### src/rtl/imem_program_loader.sv
// Serial-byte program loader: frames a length-prefixed, XOR-checksummed image
// into 32-bit instruction memory writes while holding the CPU stalled.
//
// state  | meaning
// IDLE   | waiting for start, bytes ignored
// LEN_HI | expecting word count bits [15:8]
// LEN_LO | expecting word count bits [7:0], then range check
// DATA   | assembling big-endian words, one write per fourth byte
// CHECK  | expecting checksum byte
// ERROR  | failed load, cpu_hold kept high until restarted
module imem_program_loader #(
  parameter int ADDR_W = 8
) (
  input  logic              clk,
  input  logic              rst_n,
  input  logic              start,
  input  logic              rx_valid,
  input  logic [7:0]        rx_data,
  output logic              imem_we,
  output logic [ADDR_W-1:0] imem_addr,
  output logic [31:0]       imem_wdata,
  output logic              cpu_hold,
  output logic              busy,
  output logic              done,
  output logic              error
);

  typedef enum logic [2:0] {
    S_IDLE,
    S_LEN_HI,
    S_LEN_LO,
    S_DATA,
    S_CHECK,
    S_ERROR
  } state_t;

  localparam logic [16:0] MAX_WORDS = 17'(1) << ADDR_W;

  state_t            state_q, state_d;
  logic [15:0]       len_q;
  logic [ADDR_W:0]   word_idx_q;
  logic [1:0]        byte_idx_q;
  logic [7:0]        acc_q;
  logic [23:0]       asm_q;

  logic [15:0]       len_full;
  logic [16:0]       words_written;
  logic              do_start, do_hi, do_lo, do_ovf, do_byte, do_write;
  logic              chk_ok, chk_bad, busy_d;

  assign len_full      = {len_q[15:8], rx_data};
  // word_idx is one bit wider than the address so a full-depth image ends cleanly
  assign words_written = 17'(word_idx_q) + 17'd1;

  always_ff @(posedge clk or negedge rst_n) begin
    if (!rst_n) state_q <= S_IDLE;
    else        state_q <= state_d;
  end

  always_comb begin
    state_d  = state_q;
    do_start = 1'b0;
    do_hi    = 1'b0;
    do_lo    = 1'b0;
    do_ovf   = 1'b0;
    do_byte  = 1'b0;
    do_write = 1'b0;
    chk_ok   = 1'b0;
    chk_bad  = 1'b0;
    case (state_q)
      S_IDLE, S_ERROR: begin
        if (start) begin
          do_start = 1'b1;
          state_d  = S_LEN_HI;
        end
      end
      S_LEN_HI: begin
        if (rx_valid) begin
          do_hi   = 1'b1;
          state_d = S_LEN_LO;
        end
      end
      S_LEN_LO: begin
        if (rx_valid) begin
          do_lo = 1'b1;
          if (len_full == 16'd0) begin
            state_d = S_CHECK;
          end else if ({1'b0, len_full} > MAX_WORDS) begin
            do_ovf  = 1'b1;
            state_d = S_ERROR;
          end else begin
            state_d = S_DATA;
          end
        end
      end
      S_DATA: begin
        if (rx_valid) begin
          do_byte = 1'b1;
          if (byte_idx_q == 2'd3) begin
            do_write = 1'b1;
            if (words_written == {1'b0, len_q}) state_d = S_CHECK;
          end
        end
      end
      S_CHECK: begin
        if (rx_valid) begin
          if (rx_data == acc_q) begin
            chk_ok  = 1'b1;
            state_d = S_IDLE;
          end else begin
            chk_bad = 1'b1;
            state_d = S_ERROR;
          end
        end
      end
      default: state_d = S_IDLE;
    endcase
  end

  assign busy_d = (state_d != S_IDLE) && (state_d != S_ERROR);

  always_ff @(posedge clk or negedge rst_n) begin
    if (!rst_n) begin
      len_q      <= '0;
      word_idx_q <= '0;
      byte_idx_q <= '0;
      acc_q      <= '0;
      asm_q      <= '0;
      imem_we    <= 1'b0;
      imem_addr  <= '0;
      imem_wdata <= '0;
      cpu_hold   <= 1'b0;
      busy       <= 1'b0;
      done       <= 1'b0;
      error      <= 1'b0;
    end else begin
      busy    <= busy_d;
      imem_we <= do_write;
      if (do_start) begin
        cpu_hold   <= 1'b1;
        done       <= 1'b0;
        error      <= 1'b0;
        acc_q      <= '0;
        word_idx_q <= '0;
        byte_idx_q <= '0;
      end
      if (do_hi) len_q[15:8] <= rx_data;
      if (do_lo) len_q[7:0]  <= rx_data;
      if (do_ovf) error <= 1'b1;
      if (do_byte) begin
        asm_q      <= {asm_q[15:0], rx_data};
        acc_q      <= acc_q ^ rx_data;
        byte_idx_q <= byte_idx_q + 2'd1;
      end
      if (do_write) begin
        imem_addr  <= word_idx_q[ADDR_W-1:0];
        imem_wdata <= {asm_q, rx_data};
        word_idx_q <= word_idx_q + 1'b1;
      end
      if (chk_ok) begin
        done     <= 1'b1;
        cpu_hold <= 1'b0;
      end
      if (chk_bad) error <= 1'b1;
    end
  end

endmodule

### config.mk
export PLATFORM = sky130hd
export DESIGN_NAME = imem_program_loader
export DESIGN_NICKNAME = d
export VERILOG_FILES = /design/src/rtl/imem_program_loader.sv
export SDC_FILE = /design/constraint.sdc
export NUM_CORES = 1
export LEC_CHECK = 0
export CAP_MARGIN = 20
export CELL_PAD_IN_SITES_DETAIL_PLACEMENT = 1
export CELL_PAD_IN_SITES_GLOBAL_PLACEMENT = 2
export CORE_ASPECT_RATIO = 0.75
export CORE_MARGIN = 2
export CORE_UTILIZATION = 35
export CTS_BUF_LIST = sky130_fd_sc_hd__clkbuf_8 sky130_fd_sc_hd__clkbuf_16
export CTS_CLUSTER_DIAMETER = 40
export DETAILED_ROUTE_END_ITERATION = 12
export GPL_TIMING_DRIVEN = 0
export MAX_ROUTING_LAYER = met4
export PLACE_DENSITY = 0.87
export SETUP_SLACK_MARGIN = 0.1
export SYNTH_ARGS = -nofsm -noshare
export SYNTH_HDL_FRONTEND = slang
export SYNTH_SLANG_ARGS = --single-unit
### constraint.sdc
create_clock -name clk -period 2.3 [get_ports clk]
set_input_delay 0.46 -clock clk [delete_from_list [all_inputs] [get_ports clk]]
set_output_delay 0.46 -clock clk [all_outputs]
set_load 0.02 [all_outputs]
Word-level counts from Yosys, hierarchy flattened --
Index checks and enable logic that the tools add are counted.
Operators by class: mux-type cells 42, equality and inequality tests 9, magnitude comparators 1, bitwise operators 1, add/sub/neg operators 3, reductions and logical operators 9
Operator list (number):
- $mux 3 | 10
- $mux 1 | 25
- $mux 9 | 2
- $eq 10x16->1 | 1
- $gt 16x9->1 const B | 1
- $logic_not 16->1 | 1
- $mux 8 | 2
- $pmux 3 s5 | 1
- $add 9x1->10 const B | 1
- $add 9x1->9 const B | 1
- $eq 8x8->1 | 1
- $xor 8x8->8 | 1
- $eq 3x2->1 const B | 2
- $eq 3x3->1 const B | 2
- $reduce_bool 2->1 | 3
- $reduce_bool 3->1 | 2
- $mux 2 | 2
- $eq 3x1->1 const B | 1
- $logic_not 3->1 | 1
- $ne 3x3->1 const B | 1
- $add 2x1->2 const B | 1
- $eq 2x2->1 const B | 1
- $reduce_or 2->1 | 1
- $logic_and 1x1->1 | 1
Storage, ports and cells: word-level logic and storage cells 79, register bits after elaboration 107, output and inout port bits 45, input bits 12

Longest topological paths before layout --
word-level depth 8, depth in mapped cells 8

Least setup slack after synthesis --
No wires, ideal clock.
path kind register to register, start point register word_idx_q[0], end point register state_q[1], buffers on the path 1, data arrival time 1.833 ns, setup time 0.129 ns, cell stages (with the launch flop) 9, data required time 2.171 ns, slack 0.338 ns, path through dfrtp_1 ha_1 and3_1 and3_1 buf_2 a31oi_1 o2111ai_2 a211oi_2 a21boi_1
Between the ends: longest elaborated chain between the ends 6
Ends and longest elaborated chain:
- from (decl) | RTL line 41 | logic [ADDR_W:0] word_idx_q;
- from (signal assigned) | RTL line 158 | word_idx_q <= word_idx_q + 1'b1;
- $add 9x1->10 | RTL line 53 | assign words_written = 17'(word_idx_q) + 17'd1;
- $eq 10x16->1 | RTL line 101 | if (words_written == {1'b0, len_q}) state_d = S_CHECK;
- $mux 3 | RTL line 101
- $mux 3 | RTL line 99 | if (byte_idx_q == 2'd3) begin
- $mux 3 | RTL line 97 | if (rx_valid) begin
- $pmux 3 s5 | RTL line 70 | case (state_q)
- named net state_d[1] | RTL line 39 | state_t state_q, state_d;
- to (signal assigned) | RTL line 57 | else state_q <= state_d;
- to (decl) | RTL line 39
The timed path passes the listed nets, and every way through them passes these cells. A chain may end at the register's enable or synchronous reset.

Worst setup path in the final report --
start point register word_idx_q[0], end point register state_q[0]
The elaborated chain is that of the path after synthesis.

==> summary.txt <==
Status
  – Outcome: completed

Global routing
  – First-pass GRT wire length: 20580 um
  – Largest net degree at the start of global routing: 59
  – Vias in the first global route: 3893
  – Grt ovf: 0
  – Initial antenna violation count: 0
  – GRT Util Overall: between 15 and 20%

Logic synthesis
  – Synth Net Count: 495
  – Post-synth top flop: dfrtp_1
  – Synth warn: 0
  – FF+latch count, synth: 107
  – Count leader, synth: nand2_1
  – Synth top area cells: dfrtp_1 56%, nand2_1 14%, mux2_2 6.9%
  – Cell taking the most area after synthesis: dfrtp_1
  – Synth top area share: between 50% and 60%
  – EDFF count, synth: 0
  – Synth unique cells: a little under 50
  – Mapped Area: 4763 um2
  – Post-synthesis sequential area ratio: 56.21%
  – Avg Synthesized Cell Area: 9.903 um2
  – Synth Instances: about 480
  – Ys async rst share: 100.0%
  – Synth top cells by count: 177 x nand2_1, 107 x dfrtp_1, 36 x o21ai_0, 29 x mux2_2, 15 x nor2_1

Worst setup path
  – Required @ worst endpoint: 2.52 ns
  – R2R Path End: state_q[0]
  – CP Class: flop to flop
  – Worst stage delay on the critical path: 0.44 ns
  – R2R cell count: 8
  – Buffer and inverter count on the worst path: 1
  – CP Capture Type: flop
  – CP cell instances: ha_4 > and3_1 > and3_1 > buf_2 > a31oi_1 > o2111ai_2 > a211oi_4 > o31ai_1
  – Crit Path Max Fanout: 7
  – CP most frequent cell: and3_1
  – CP Launch Type: flop
  – Delay-heaviest family, CP: compound AO/OA/AOI/OAI gates
  – R2R Path Start: word_idx_q[0]
  – Worst R2R Setup Slack: 0.22 ns
  – Critical-path top delay cell: dfrtp_2
  – Worst path arrival time: 2.30 ns

STA
  – Max-slew headroom: 52.62%
  – Actual slew at the worst max-slew pin: 0.7068 ns
  – Tmin final: 2.078 ns
  – Final Hold Slack: roughly 0.14 ns
  – # setup viols final: 0
  – Unrepaired setup endpoints after global routing: false
  – Sum Neg Setup Slack: 0 ns
  – Fmax: 481.3 MHz
  – Clk_skew: roughly 0.0058 ns
  – Final period util: 90.33%
  – Hold Vio Cnt, Final: 0
  – Final Slew Violations: 0

Pwr
  – Clock share of power: between 20% and 30%
  – Max IR drop VDD: 0.5158 mV
  – Sw Share: 33.46%
  – Comb pwr share: 28.3%
  – Internal: about 4.1 mW
  – Psw: about 2.1 mW
  – LEAKAGE: 2.871 nW
  – Pwr/cell area: ~1000 nW/um2
  – Flop pwr share: 44.2%

Layout
  – Fin nets: between 500 and 600
  – Fill cells: 1450
  – Antenna cells: 0
  – P&R area growth vs syn: 25.32%
  – Post-Route Utilization: 45.39%
  – Layout cells sized above 1: roughly 15%

Worst hold path
  – HP Class: input pin to async pin

Die
  – I/O Pins: 57
  – Rows: 36
  – Die H: 105.0 um
  – Core footprint: 13150 um2
  – Full die area: 14570 um2
  – DIE WIDTH: about 140 um
  – Initial Utilization: 36.22%

Drt
  – Wire length per cell: between 15 and 20 um
  – Total Routed Length: 12170 um
  – Vias: around 3600
  – Post-DRT Antenna Nets: 0
  – 1st-iter DRT viols: roughly 200
  – Pre-antenna DRT Iters: 4
  – # DRC: 0
  – Via density per instance: 4.992

Place
  – Routability congestion estimate: 0.8658
  – Buffers on Ports: 55
  – Hpwl dp: 8699 um

CTS
  – Worst-case clock buffer depth: 2
  – Worst-path clk slew: 0.07 ns
  – CTS root buffer: clkbuf_16
  – CTS Buf Count: 9
  – Clock sinks: around 110
  – Clock Latency Late Sink: 0.34 ns
  – Hold-fix buffers, CTS: 0
  – TritonCTS clock tree: done
  – H-Tree Depth: 3

Job
  – Max_cap viols: 0
[final cells by class]
type	count	area [um2]	area share, %
flip-flops and latches	107	2680	44.90
multi-input cells	344	1983	33.22
repair buffers	58	595.6	9.977
clock buffers	9	225.2	3.773
well taps	171	214.0	3.584
plain buffers	24	140.1	2.348
clock inverters	7	108.9	1.824
inverters	6	22.52	0.3773
[state kept, by name (all words and copies together), names as in the netlist]
name and flops:
acc_q 8, imem_addr 8, state_q 3, word_idx_q 9
busy 1, done 1, byte_idx_q 2, imem_wdata 32
len_q 16, imem_we 1, asm_q 24, error 1
cpu_hold 1
[placed cells by master, fill, tap and decap left out, types with 4 or more instances in the layout]
| cell type | n |
|---|---|
| a21oi_1 | 4 |
| and3_1 | 4 |
| buf_2 | 8 |
| buf_4 | 6 |
| clkbuf_1 | 7 |
| clkbuf_16 | 9 |
| clkdlybuf4s50_1 | 46 |
| dfrtp_1 | 105 |
| dlygate4sd2_1 | 4 |
| dlymetal6s2s_1 | 4 |
| inv_1 | 4 |
| mux2_2 | 29 |
| nand2_1 | 175 |
| nand3_1 | 6 |
| nand3b_1 | 4 |
| nor2_1 | 15 |
| nor2b_1 | 5 |
| o21ai_0 | 36 |
| o31ai_1 | 5 |
| xnor2_1 | 13 |
| xor2_1 | 8 |
[worst max path at each step]
stage | start | end | slack [ns] | cells past startpoint
final | word_idx_q[0] | state_q[0] | 0.22 | 8
after global routing | word_idx_q[0] | state_q[0] | 0.11 | 8
after CTS | word_idx_q[1] | state_q[0] | 0.1 | 8
after detailed placement | rx_valid | imem_wdata[11] | -0.44 | 8
after global placement | rst_n | imem_wdata[23] | -3.34 | 1
after floorplan | word_idx_q[0] | state_q[1] | 0.34 | 8
[routing by layer]
metal,GRT usage (%),share of wire (%),vias to the layer above
met2,29.07,46,62
li1,-,-,1730
met4,4.185,0.76,0
met1,24.63,50,1826
met5,-,0,-
met3,2.979,3.5,6
[kinds of logic after synthesis]
family / share of synthesized area [%]
compound gates: 7.670
xor+xnor: 3.861
flops: 56.21
fa+ha+maj: 0.5253
buf+inv: 3.283
simple gates: 21.15
mux: 7.302
[through the flow]
step | instances | area, um2 | setup WS (ns) | power (mW)
floorplan | 481 | 4763 | 0.3382 | 3.840
global placement | 707 | 5528 | -3.342 | 4.410
detailed placement | 708 | 5553 | -0.4409 | 4.516
CTS | 725 | 5939 | 0.09894 | 6.278
global route | 726 | 5969 | 0.1079 | 6.642
finish | 726 | 5969 | 0.2224 | 6.227
[timing repair]
item,4_1_cts,5_1_grt
gates resized for setup,16,7
setup endpoints to repair,43,57
pin swaps,1,1
buffers inserted,1,1
gates cloned,0,0
[power by group through the flow]
| stage | registers [mW] | clock network (mW) | logic, mW |
|---|---|---|---|
| after detailed placement | 2.79 | 0 | 1.73 |
| after CTS | 2.75 | 1.76 | 1.77 |
| after global routing | 2.82 | 1.84 | 1.97 |
| after global placement | 2.76 | 0 | 1.65 |
| after floorplan | 2.79 | 0 | 1.05 |
| final | 2.75 | 1.71 | 1.76 |
Power figures use the tool's default switching activity.
==> edit (same flow settings) <==
The output `imem_we` loses its register stage (`imem_we` becomes a continuous assignment).
--- a/src/rtl/imem_program_loader.sv
+++ b/src/rtl/imem_program_loader.sv
@@ -126,7 +126,6 @@
       byte_idx_q <= '0;
       acc_q      <= '0;
       asm_q      <= '0;
-      imem_we    <= 1'b0;
       imem_addr  <= '0;
       imem_wdata <= '0;
       cpu_hold   <= 1'b0;
@@ -135,7 +134,6 @@
       error      <= 1'b0;
     end else begin
       busy    <= busy_d;
-      imem_we <= do_write;
       if (do_start) begin
         cpu_hold   <= 1'b1;
         done       <= 1'b0;
@@ -165,5 +163,7 @@
     end
   end
 
+  assign imem_we = do_write;
+
 endmodule
 
Function: changed (Yosys sat finds a counterexample within 10 cycles, from zero or initial values and one cycle with rst_n low).
==> edit against the unedited design <==
  * Total power shrank 4.3%
  * Setup slack got worse by 0.047 ns
  * Routed wire length up 0.79%
  * Synthesized area fell by 0.53%
  * Cell area fell by 0.69%
  * Sequential share of layout area shrank 0.11 points
  * Largest power group unchanged
  * Sequential cell count decreased by 1
==> edit: results (changes against the unedited design) <==
metric;value;unit;change
synth_nets;494;;-0.20%
globalplace.congestion;0.858;;-0.89%
dp_slack;-1.31;ns;-0.865 ns
status;finished, final reports clean;;
cp.arrival;1.67;ns;-0.63 ns
synth_top_area_frac;0.560;;-0.00231
critical_path.top_delay_family;buffers and inverters;;
multi_input_area;0.00199;mm2;+0.25%
seq_share;0.448;;-0.00109
grt_usage;0.185;;+0.00286
met3_usage;0.0321;;+0.00229
dr_wl_met2;5690;um;+2.0%
drive_gt1_frac;0.160;;+0.00663
rr_startpoint;word_idx_q[1];;
clock_skew;0.00789;ns;+0.00213 ns
design.seq.count;106;;-0.93%
relSlewSlack;0.488;;-0.0379
n_all_buffers;88;;+7.3%
drt_iter0_markers;148;;-24%
fin_cells;728;;+0.28%
grt_max_degree;63;;+6.8%
dpl-instance-area;0.00553;mm2;-0.45%
dpl.cell_count;707;;-0.14%
synth.avg_cell_area;9.87;um2;-0.32%
synth_area_leaders;dfrtp_1 (56%), nand2_1 (14%), mux2_2 (6.9%);;
worstPathMaxFanout;10;;+3
clock_cell_area_share;0.0420;;-0.0140
fillCellCount;1480;;+2.1%
p_leak;2.84;nW;-1.2%
grtUsageMet2;0.285;;-0.00530
grt_pass1_vias;3970;;+2.0%
viasPerCell;5.01;;+0.28%
-- edit: cell types whose count changed after synthesis --
cell     before  now
dfrtp_1     107  106
-- edit: where the power goes --
part / switching (W) / internal, W / leakage [nW]
Clock: 0.000653 / 0.000710 / 0.120
Combinational: 0.000996 / 0.000858 / 1.32
Sequential: 0.000382 / 0.00236 / 1.40
-- edit: timing repair --
item | CTS | global route
gates resized for setup | 26 | 14
setup buffers | 4 | 4
endpoints found under the setup margin | 42 | 9
pin swaps | 1 | 1
-- edit: path summary, 6_finish.rpt --
kind	depth (start not counted)	end	slack [ns]
max	6	imem_we	0.17
max reg2reg	9	state_q[0]	0.17
min in group clk	2	imem_wdata[28]	0.47
max in group asynchronous	2	word_idx_q[0]	1.44
min	1	done	0.13
min reg2reg	2	imem_wdata[28]	0.47
-- edit: cell families after synthesis --
group / synth area share
fa+ha+maj: 0.00528
flops: 0.560
simple gates: 0.213
xor+xnor: 0.0388
buf+inv: 0.0330
mux: 0.0734
compound gates: 0.0771
